<file path="src/rtl/dmem_arb_pkg.sv">
// Shared types and constants for the data-memory arbiter: FSM states,
// access-size encodings, requester id and the misalignment predicate.
package dmem_arb_pkg;

  typedef enum logic [1:0] {
    IDLE  = 2'd0,
    ISSUE = 2'd1,
    RESP  = 2'd2
  } state_t;

  localparam logic [2:0] F3_SH    = 3'b001;
  localparam logic [2:0] F3_SW_LW = 3'b010;

  // Requester id: 0 = pipeline MEM stage, 1 = debug/program loader.
  typedef logic owner_t;

  function automatic logic is_misaligned(input logic [2:0] funct3, input logic [1:0] lsb);
    return ((funct3 == F3_SW_LW) && (lsb != 2'b00)) ||
           ((funct3 == F3_SH) && lsb[0]);
  endfunction

endpackage

</file>
<file path="src/rtl/dmem_arbiter_if.sv">
// Requester and memory-side signal bundle of dmem_arbiter. The slave modport
// is the arbiter; master is everything around it (two requesters + memory).
interface dmem_arbiter_if #(
  parameter int DM_ADDRESS = 9,
  parameter int DATA_W     = 32
);
  logic                  req0, req1;
  logic                  we0, we1;
  logic [DM_ADDRESS-1:0] addr0, addr1;
  logic [DATA_W-1:0]     wdata0, wdata1;
  logic [2:0]            funct3_0, funct3_1;
  logic                  gnt0, gnt1;
  logic                  rvalid0, rvalid1;
  logic [DATA_W-1:0]     rdata0, rdata1;
  logic                  err0, err1;
  logic                  busy;
  logic                  MemRead, MemWrite;
  logic [DM_ADDRESS-1:0] a;
  logic [DATA_W-1:0]     wd;
  logic [2:0]            Funct3;
  logic [DATA_W-1:0]     rd;

  modport slave (
    input  req0, req1, we0, we1, addr0, addr1, wdata0, wdata1, funct3_0, funct3_1, rd,
    output gnt0, gnt1, rvalid0, rvalid1, rdata0, rdata1, err0, err1, busy,
           MemRead, MemWrite, a, wd, Funct3
  );

  modport master (
    output req0, req1, we0, we1, addr0, addr1, wdata0, wdata1, funct3_0, funct3_1, rd,
    input  gnt0, gnt1, rvalid0, rvalid1, rdata0, rdata1, err0, err1, busy,
           MemRead, MemWrite, a, wd, Funct3
  );
endinterface

</file>
<file path="src/rtl/rr_arb2.sv">
// Two-input round-robin picker. ptr names the requester favoured when both
// request; on advance it moves to the requester that did not win.
module rr_arb2 (
  input  logic       clk,
  input  logic       reset_n,
  input  logic [1:0] req,
  input  logic       advance,
  output logic [1:0] gnt_onehot
);

  logic ptr;

  always_comb begin
    // NOTE: default assignment first so no path leaves gnt_onehot unassigned (no latch).
    gnt_onehot = 2'b00;
    case (req)
      2'b01:   gnt_onehot = 2'b01;
      2'b10:   gnt_onehot = 2'b10;
      2'b11:   gnt_onehot = ptr ? 2'b10 : 2'b01;
      default: gnt_onehot = 2'b00;
    endcase
  end

  always_ff @(posedge clk or negedge reset_n) begin
    // NOTE: sequential state uses non-blocking assignments so all flops update together.
    if (!reset_n)     ptr <= 1'b0;
    else if (advance) ptr <= gnt_onehot[0];
  end

endmodule

</file>
<file path="src/rtl/dmem_arbiter.sv">
// Round-robin arbiter/sequencer for the data memory port, one access in flight.
// Optional misaligned-access trap: define DMEM_ARB_MISALIGN_CHK_EN.
module dmem_arbiter
  import dmem_arb_pkg::*;
#(
  parameter int DM_ADDRESS = 9,
  parameter int DATA_W     = 32
) (
  input  logic           clk,
  input  logic           reset_n,
  dmem_arbiter_if.slave  bus
);

  typedef struct packed {
    logic                  we;
    logic [DM_ADDRESS-1:0] addr;
    logic [DATA_W-1:0]     wdata;
    logic [2:0]            funct3;
    owner_t                owner;
  } payload_t;

  state_t            state_q, state_d;
  payload_t          win, pl_q;
  logic [1:0]        gnt_oh;
  logic              take;
  logic              win_mis;
  logic [1:0]        rvalid_q, err_q;
  logic [DATA_W-1:0] rdata_q [2];

  // A grant is only issued from IDLE; the picker pointer moves with it.
  assign take = (state_q == IDLE) && (bus.req0 || bus.req1);

  rr_arb2 u_rr (
    .clk        (clk),
    .reset_n    (reset_n),
    .req        ({bus.req1, bus.req0}),
    .advance    (take),
    .gnt_onehot (gnt_oh)
  );

  always_comb begin
    win = {bus.we0, bus.addr0, bus.wdata0, bus.funct3_0, 1'b0};
    if (gnt_oh[1]) win = {bus.we1, bus.addr1, bus.wdata1, bus.funct3_1, 1'b1};
  end

`ifdef DMEM_ARB_MISALIGN_CHK_EN
  assign win_mis = is_misaligned(win.funct3, win.addr[1:0]);
`else
  assign win_mis = 1'b0;
`endif

  // State register.
  always_ff @(posedge clk or negedge reset_n) begin
    if (!reset_n) state_q <= IDLE;
    else          state_q <= state_d;
  end

  // Next-state logic; a trapped misaligned access never leaves IDLE.
  always_comb begin
    state_d = state_q;
    case (state_q)
      IDLE:    if (take && !win_mis) state_d = ISSUE;
      ISSUE:   state_d = pl_q.we ? IDLE : RESP;
      RESP:    state_d = IDLE;
      default: state_d = IDLE;
    endcase
  end

  always_ff @(posedge clk or negedge reset_n) begin
    if (!reset_n)  pl_q <= '0;
    else if (take) pl_q <= win;
  end

  // Response path: load data is captured at the end of RESP, or forced to 0
  // when a misaligned load is trapped; rvalid/err pulse the following cycle.
  always_ff @(posedge clk or negedge reset_n) begin
    if (!reset_n) begin
      rvalid_q <= 2'b00;
      err_q    <= 2'b00;
      // NOTE: rdata is a two-entry register file, not a RAM, so it is reset with everything else.
      rdata_q  <= '{default: '0};
    end else begin
      rvalid_q <= 2'b00;
      err_q    <= 2'b00;
      if (state_q == RESP) begin
        rvalid_q[pl_q.owner] <= 1'b1;
        rdata_q[pl_q.owner]  <= bus.rd;
      end
      if (take && win_mis) begin
        err_q[win.owner] <= 1'b1;
        if (!win.we) begin
          rvalid_q[win.owner] <= 1'b1;
          rdata_q[win.owner]  <= '0;
        end
      end
    end
  end

  // Outputs: memory controls are only active in ISSUE/RESP.
  always_comb begin
    bus.gnt0     = take && gnt_oh[0];
    bus.gnt1     = take && gnt_oh[1];
    bus.busy     = (state_q != IDLE);
    bus.MemRead  = 1'b0;
    bus.MemWrite = 1'b0;
    bus.a        = '0;
    bus.wd       = '0;
    bus.Funct3   = '0;
    case (state_q)
      ISSUE: begin
        bus.MemWrite = pl_q.we;
        bus.MemRead  = !pl_q.we;
        bus.a        = pl_q.addr;
        bus.wd       = pl_q.wdata;
        bus.Funct3   = pl_q.funct3;
      end
      RESP: begin
        bus.MemRead  = 1'b1;
        bus.a        = pl_q.addr;
        bus.wd       = pl_q.wdata;
        bus.Funct3   = pl_q.funct3;
      end
      default: ;
    endcase
  end

  assign bus.rvalid0 = rvalid_q[0];
  assign bus.rvalid1 = rvalid_q[1];
  assign bus.rdata0  = rdata_q[0];
  assign bus.rdata1  = rdata_q[1];
  assign bus.err0    = err_q[0];
  assign bus.err1    = err_q[1];

endmodule
</file>
<file path="src/flat_wrapper.sv">
// flat-port wrapper written by rule: the top's interface ports become plain ports
module dmem_arbiter_flat import dmem_arb_pkg::*;
#(
  parameter int DM_ADDRESS = 9,
  parameter int DATA_W     = 32
)
  (clk, reset_n, bus_req0, bus_req1, bus_we0, bus_we1, bus_addr0, bus_addr1, bus_wdata0, bus_wdata1, bus_funct3_0, bus_funct3_1, bus_rd, bus_gnt0, bus_gnt1, bus_rvalid0, bus_rvalid1, bus_rdata0, bus_rdata1, bus_err0, bus_err1, bus_busy, bus_MemRead, bus_MemWrite, bus_a, bus_wd, bus_Funct3);
  dmem_arbiter_if #(.DM_ADDRESS(DM_ADDRESS), .DATA_W(DATA_W)) bus_i ();
  input  logic clk;
  input  logic reset_n;
  input wire logic [$bits(bus_i.req0)-1:0] bus_req0;
  input wire logic [$bits(bus_i.req1)-1:0] bus_req1;
  input wire logic [$bits(bus_i.we0)-1:0] bus_we0;
  input wire logic [$bits(bus_i.we1)-1:0] bus_we1;
  input wire logic [$bits(bus_i.addr0)-1:0] bus_addr0;
  input wire logic [$bits(bus_i.addr1)-1:0] bus_addr1;
  input wire logic [$bits(bus_i.wdata0)-1:0] bus_wdata0;
  input wire logic [$bits(bus_i.wdata1)-1:0] bus_wdata1;
  input wire logic [$bits(bus_i.funct3_0)-1:0] bus_funct3_0;
  input wire logic [$bits(bus_i.funct3_1)-1:0] bus_funct3_1;
  input wire logic [$bits(bus_i.rd)-1:0] bus_rd;
  output wire logic [$bits(bus_i.gnt0)-1:0] bus_gnt0;
  output wire logic [$bits(bus_i.gnt1)-1:0] bus_gnt1;
  output wire logic [$bits(bus_i.rvalid0)-1:0] bus_rvalid0;
  output wire logic [$bits(bus_i.rvalid1)-1:0] bus_rvalid1;
  output wire logic [$bits(bus_i.rdata0)-1:0] bus_rdata0;
  output wire logic [$bits(bus_i.rdata1)-1:0] bus_rdata1;
  output wire logic [$bits(bus_i.err0)-1:0] bus_err0;
  output wire logic [$bits(bus_i.err1)-1:0] bus_err1;
  output wire logic [$bits(bus_i.busy)-1:0] bus_busy;
  output wire logic [$bits(bus_i.MemRead)-1:0] bus_MemRead;
  output wire logic [$bits(bus_i.MemWrite)-1:0] bus_MemWrite;
  output wire logic [$bits(bus_i.a)-1:0] bus_a;
  output wire logic [$bits(bus_i.wd)-1:0] bus_wd;
  output wire logic [$bits(bus_i.Funct3)-1:0] bus_Funct3;
  assign bus_i.req0 = bus_req0;
  assign bus_i.req1 = bus_req1;
  assign bus_i.we0 = bus_we0;
  assign bus_i.we1 = bus_we1;
  assign bus_i.addr0 = bus_addr0;
  assign bus_i.addr1 = bus_addr1;
  assign bus_i.wdata0 = bus_wdata0;
  assign bus_i.wdata1 = bus_wdata1;
  assign bus_i.funct3_0 = bus_funct3_0;
  assign bus_i.funct3_1 = bus_funct3_1;
  assign bus_i.rd = bus_rd;
  assign bus_gnt0 = bus_i.gnt0;
  assign bus_gnt1 = bus_i.gnt1;
  assign bus_rvalid0 = bus_i.rvalid0;
  assign bus_rvalid1 = bus_i.rvalid1;
  assign bus_rdata0 = bus_i.rdata0;
  assign bus_rdata1 = bus_i.rdata1;
  assign bus_err0 = bus_i.err0;
  assign bus_err1 = bus_i.err1;
  assign bus_busy = bus_i.busy;
  assign bus_MemRead = bus_i.MemRead;
  assign bus_MemWrite = bus_i.MemWrite;
  assign bus_a = bus_i.a;
  assign bus_wd = bus_i.wd;
  assign bus_Funct3 = bus_i.Funct3;
  dmem_arbiter #(.DM_ADDRESS(DM_ADDRESS), .DATA_W(DATA_W)) u_core (.clk(clk), .reset_n(reset_n), .bus(bus_i));
endmodule
</file>
<file path="config.mk">
export PLATFORM = sky130hd
export DESIGN_NAME = dmem_arbiter_flat
export DESIGN_NICKNAME = d
export VERILOG_FILES = /design/src/rtl/dmem_arb_pkg.sv /design/src/rtl/dmem_arbiter_if.sv /design/src/rtl/rr_arb2.sv /design/src/rtl/dmem_arbiter.sv /design/src/flat_wrapper.sv
export SDC_FILE = /design/constraint.sdc
export NUM_CORES = 1
export LEC_CHECK = 0
export CORE_MARGIN = 1.5
export CORE_UTILIZATION = 38
export CTS_BUF_LIST = sky130_fd_sc_hd__clkbuf_16
export CTS_CLUSTER_DIAMETER = 150
export CTS_CLUSTER_SIZE = 12
export DETAILED_ROUTE_END_ITERATION = 10
export PLACE_DENSITY = 0.8
export SYNTH_ARGS = -nofsm -noshare
export SYNTH_HDL_FRONTEND = slang
export SYNTH_HIERARCHICAL = 1
export SYNTH_SLANG_ARGS = --single-unit
</file>
<file path="constraint.sdc">
create_clock -name clk -period 1.5 [get_ports clk]
set_clock_uncertainty 0.05 [all_clocks]
set_input_delay 0.3 -clock clk [delete_from_list [all_inputs] [get_ports clk]]
set_output_delay 0.3 -clock clk [all_outputs]
set_load 0.01 [all_outputs]
</file>
# Yosys cells after proc, flatten, opt, wreduce, memory -nomap -nowiden
# Index checks and enable logic that the tools add are counted.
[word_totals]
regBits = 115
latchBits = 0
mem_bits_rw = 0
rom_bits = 0
in_bits = 126
wordCells = 48
mem_count = 0
[op_classes]
add_sub_neg = 0
n_mul = 0
div_mod_pow = 0
n_lt_le_gt_ge = 4
n_eq_ne = 6
n_shift = 0
mux = 17
n_bitwise = 1
reduce_logical = 10
[ops]
columns = ["op", "count"]
rows = [
  ["$bwmux 64", 1],
  ["$mux 32", 2],
  ["$mux 46", 1],
  ["$demux 32 s1", 1],
  ["$mux 9", 1],
  ["$mux 2", 4],
  ["$eq 2x2->1 const B", 3],
  ["$pmux 2 s3", 1],
  ["$logic_and 1x1->1", 5],
  ["$eq 2x1->1 const B", 2],
  ["$pmux 2 s2", 1],
  ["$mux 3", 1],
  ["$ge 2x2->1 const B", 1],
  ["$logic_not 2->1", 1],
  ["$lt 1x2->1 const B", 1],
  ["$lt 2x1->1 const B", 1],
  ["$mux 1", 2],
  ["$ne 2x1->1 const B", 1],
  ["$not 1->2", 1],
  ["$pmux 1 s2", 1],
  ["$reduce_bool 2->1", 1],
  ["$reduce_or 2->1", 1],
  ["$demux 1 s1", 1],
  ["$ge 1x1->1 const B", 1],
  ["2 further kinds", 2],
]

# Logic depth before layout (Yosys ltp)
[logic_depth]
ltp_word = 6
mapped_depth = 6
ltp_nobuf = 4

# Modules after synthesis
# Netlist, hierarchy kept.
[by_module_without_submodules]
columns = ["mod", "n_inst", "cells_per_inst", "area_each_um2", "seq_area_each_um2"]
rows = [
  ["dmem_arbiter", 1, 357, 5340.1, 2852.7],
  ["rr_arb2", 1, 5, 62.6, 25.0],
]

# Least setup slack after synthesis
# Ideal clock, no wire load.
[synth_timing]
path_kind = "flip-flop to flip-flop"
start = "register u_core.u_rr.ptr"
end = "register u_core/pl_q[16] (netlist name)"
setup_ns = 0.125
arrival_time_ns = 1.526
path_slack_ns = -0.201
path_stages_with_launch = 7
path_buffers = 2
path_cell_list = "dfrtp_1 > inv_1 > a21boi_0 > buf_6 > buf_6 > mux2_4 > mux2_2"
[synth_between]
elab_chain_len = 3
[synth_rtl]
columns = ["element", "line_no", "source"]
rows = [
  ["start, declared", "rr_arb2.sv:11", "logic ptr;"],
  ["start signal, assigned", "rr_arb2.sv:27", "else if (advance) ptr <= gnt_onehot[0];"],
  ["$mux 2", "rr_arb2.sv:19", "2'b11: gnt_onehot = ptr ? 2'b10 : 2'b01;"],
  ["$pmux 2 s3", "rr_arb2.sv:16", "case (req)"],
  ["named net u_core.gnt_oh[1]", "dmem_arbiter.sv:24", "logic [1:0] gnt_oh;"],
  ["$mux 46", "dmem_arbiter.sv:43", "if (gnt_oh[1]) win = {bus.we1, bus.addr1, bus.wdata1, bus.funct3_1, 1'b1};"],
  ["end signal, assigned", "dmem_arbiter.sv:71", "else if (take) pl_q <= win;"],
  ["end, declared", "dmem_arbiter.sv:23", "payload_t win, pl_q;"],
]
# The timed path passes the listed nets, and every way through them passes these cells.
# A chain may end at the register's enable or synchronous reset.

# Worst setup path after layout
[layout_timing]
start = "register u_core.state_q[0]"
end = "output port bus_a[5]"
[layout_between]
elab_chain_len = 3
[layout_rtl]
columns = ["element", "line_no", "source"]
rows = [
  ["start, declared", "dmem_arbiter.sv:22", "state_t state_q, state_d;"],
  ["start signal, assigned", "dmem_arbiter.sv:55", "else state_q <= state_d;"],
  ["$eq 2x1->1 / $eq 2x2->1 (equally long branches)", "dmem_arbiter.sv:109", "case (state_q)"],
  ["$reduce_or 2->1 (no source line) (*)", "--", ""],
  ["$mux 9 (*)", "dmem_arbiter.sv:109", ""],
  ["end, declared", "flat_wrapper.sv:33", "output wire logic [$bits(bus_i.a)-1:0] bus_a;"],
]
# Mark *: on every way between the ends. The rest lies on a longest branch, timed or not.

==> results by group <==
Outcome
  – Status: finished, violations left
  – Failing checks: negative setup slack

Synthesis
  – Library cells used by synthesis: 18
  – Cell Area, Synth: 5400 sq um
  – Sequential area share after synthesis: between 50% and 60%
  – Flops & latches, synth: 115
  – Cell count after synthesis: 362
  – Synthesized area per cell: 14.9 sq um
  – Synth Warn #: 6

Min path
  – Class of the worst hold path: input pin to asynchronous set/reset pin

Critical path
  – Flop2flop setup slack: -0.31 ns
  – Crit Path Max Fanout: 5
  – Setup crit end kind: primary output
  – Max stage delay on crit path: between 0.3 and 0.4 ns
  – Crit path cell chain: inv_2 -> ha_4 -> buf_8 -> buf_12 -> and2_4 -> buf_6
  – Worst EP required: approximately 1.2 ns
  – Worst endpoint data arrival time: 1.67 ns
  – Critical path startpoint category: register
  – Slowest cell on the critical path: dfrtp_1
  – Type of the worst setup path: register to primary output

Global route
  – Total congestion overflow: 0
  – GRT Resource Usage Total: between 20% and 30%
  – Initial antenna violation count: 0
  – Largest net degree at the start of global routing: 46
  – Number of global-route vias before repair: 4671
  – First-pass GRT wire length: 25.5 mm

Clocking
  – Worst-path clk slew: around 0.060 ns
  – Total CTS buffers: 17
  – Clock sinks: 115
  – CTS tree: built
  – Root buf cell: clkbuf_16
  – CTS max path bufs: 2
  – # H-tree levels: 4
  – Worst-Skew Late Latency: ~0.4 ns

Timing
  – Final setup vio count: 163
  – Tcrit/Tclk final: 135%
  – Fmax: ~490 MHz
  – Fin. Hold Viols: 0
  – Max Slew Vio Count: 0
  – Final setup margin: -0.524 ns
  – Tmin final: 2.02 ns
  – Setup TNS: -47.53 ns
  – RSZ-0062 raised after global routing: true
  – WHS: 0.263 ns

Routing
  – Vias per inst: approximately 5
  – DRT Wirelength: 17.5 mm
  – DRC Markers: 0
  – Via count: 4170
  – Post-DRT Antenna Nets: 0
  – Initial drt markers: 200
  – Drt first pass iters: 4
  – Wire per inst: 20.5 um

Placed design
  – DPL Wire Length: 9.48 mm
  – GPL Wtd Cong: a little under 0.8
  – Placed instance area: 8220 sq um
  – IO buf count: 240

Floorplanning
  – Initial core utilization: 38.9%
  – Die width: 122 um
  – Die footprint: 14900 sq um
  – Chip Height: ~120 um
  – Boundary Pins: 243
  – Row cnt: 43
  – CORE AREA: 13900 sq um

Power and ir drop
  – Power Total: 23700 uW
  – Lkg Pwr: approximately 0.005 uW
  – PD cells: 2370 nW/um^2
  – Peak VDD IR: between 1 and 1.5 mV

Final layout
  – Share of layout cells above drive strength 1: 51.3%
  – Filler cells: 904
  – Register area: between 2000 and 3000 sq um
  – Multi-input gate area: 2950 sq um
  – Area Overhead vs Synth: 85.6%
  – Final instance area: 10000 sq um
  – Final core occ: 72.3%
  – Fin nets: between 700 and 800
  – ANT cells: 0

Flow run
  – Max-cap violations: 0
==> layout make-up <==
class	instances	share of cell area (%)
clock buffer	17	4.24
clock inverter	15	2.36
inverter	6	0.250
multi-input combinational	219	29.4
sequential	115	28.7
tap	180	2.25
timing repair buffer	301	32.8
==> placed cells by master (no fill, tap or decap) <==
master	netlist	routed
buf_12	0	20
ha_1	4	1
o21a_1	2	1
clkinv_4	0	1
a21boi_4	0	1
buf_4	2	14
buf_16	0	8
dfrtp_1	115	115
nand2b_4	0	1
ha_4	0	3
clkinv_1	0	1
and2_4	0	32
buf_8	0	8
clkdlybuf4s50_1	0	122
clkbuf_16	0	19
nor3b_4	0	1
inv_1	6	2
buf_2	11	14
nand2_8	0	1
mux2_2	114	2
dlygate4sd3_1	0	1
and2_1	47	15
a21boi_2	1	1
clkinv_2	0	3
o21a_4	0	1
inv_2	0	4
nor2b_2	0	1
bufinv_16	0	6
conb_1	1	2
inv_6	0	2
dlymetal6s2s_1	0	1
inv_4	0	1
clkinvlp_4	0	1
mux2_4	44	156
dlygate4sd2_1	0	67
buf_6	6	44
==> logic make-up after synthesis <==
group	Yosys count	synth area share [%]
compound gates	4	0.625
fa+ha+maj	4	0.926
mux	158	36.0
simple gates	51	5.88
buf+inv	29	3.24
flops	115	53.3
other cells	1	0.0694
==> timing repair <==
item / CTS / global route
hold buffers: 1 / 0
pin swaps: 3 / 5
setup endpoints to repair: 230 / 165
buffers inserted: 29 / 9
cloned: 19 / 2
endpoints found under the hold margin: 15 / 0
gates resized for setup: 411 / 107
==> registers in the layout (all words and copies together), names as in the netlist <==
signal	count
u_core/bus.rdata1	32
u_core/state_q	2
u_core/pl_q	46
u_core/rvalid_q	2
u_core/u_rr/ptr	1
u_core/bus.rdata0	32
==> synthesized netlist by cell type <==
library cell	number	area share, %
nor2b_1	1	0.12
o21a_1	2	0.28
conb_1	1	0.069
nand2b_1	1	0.12
buf_2	11	1.0
nor3b_1	1	0.14
mux2_4	44	12
a21boi_0	1	0.14
dfrtp_1	115	53
buf_6	6	1.3
mux2_2	114	24
and2_1	47	5.4
inv_1	6	0.42
ha_1	4	0.93
clkbuf_1	4	0.28
buf_4	2	0.28
a21boi_2	1	0.21
nand2_1	1	0.069
==> worst max-delay path: cells and delay by family (launching register included) <==
kind	cells	cell delay (ns)
buf+inv	4	0.42
fa+ha+maj	1	0.35
flops	1	0.38
simple gates	1	0.13
==> final timing paths <==
| check | start | endpoint | cells past startpoint |
|---|---|---|---|
| worst max-delay path | u_core/state_q[0] | bus_a[5] | 6 |
| worst min-delay path | reset_n | u_core/bus.rdata0[15] | 2 |
| worst max register to register | u_core/state_q[0] | u_core/bus.rdata0[30] | 8 |
| worst min register to register | u_core/bus.rdata1[6] | u_core/bus.rdata1[6] | 1 |
| max in group asynchronous | reset_n | u_core/pl_q[42] | 3 |
| min in group clk | u_core/bus.rdata1[6] | u_core/bus.rdata1[6] | 1 |
==> through the flow <==
stage               worst slack (ns)  std cells
floorplan                    -0.0795        363
global placement              -0.651        784
detailed placement            -0.730        784
CTS                           -0.558        863
global route                  -0.579        853
finish                        -0.524        853
==> layer usage <==
layer | GRT usage, % | routed length (um) | vias to the layer above
li1 | - | - | 1855
met1 | 26.0 | 6680 | 2096
met2 | 40.4 | 9130 | 181
met3 | 5.72 | 1140 | 38
met4 | 10.6 | 538 | 0
met5 | 0 | 0 | -
==> power breakdown <==
part           total (uW)  switching (uW)  internal [uW]
clock network        4540            1430           3100
logic               13500            5000           8510
registers            5700             977           4720
total               23700            7410          16300
Note: power is estimated with default switching activity, not from simulation.
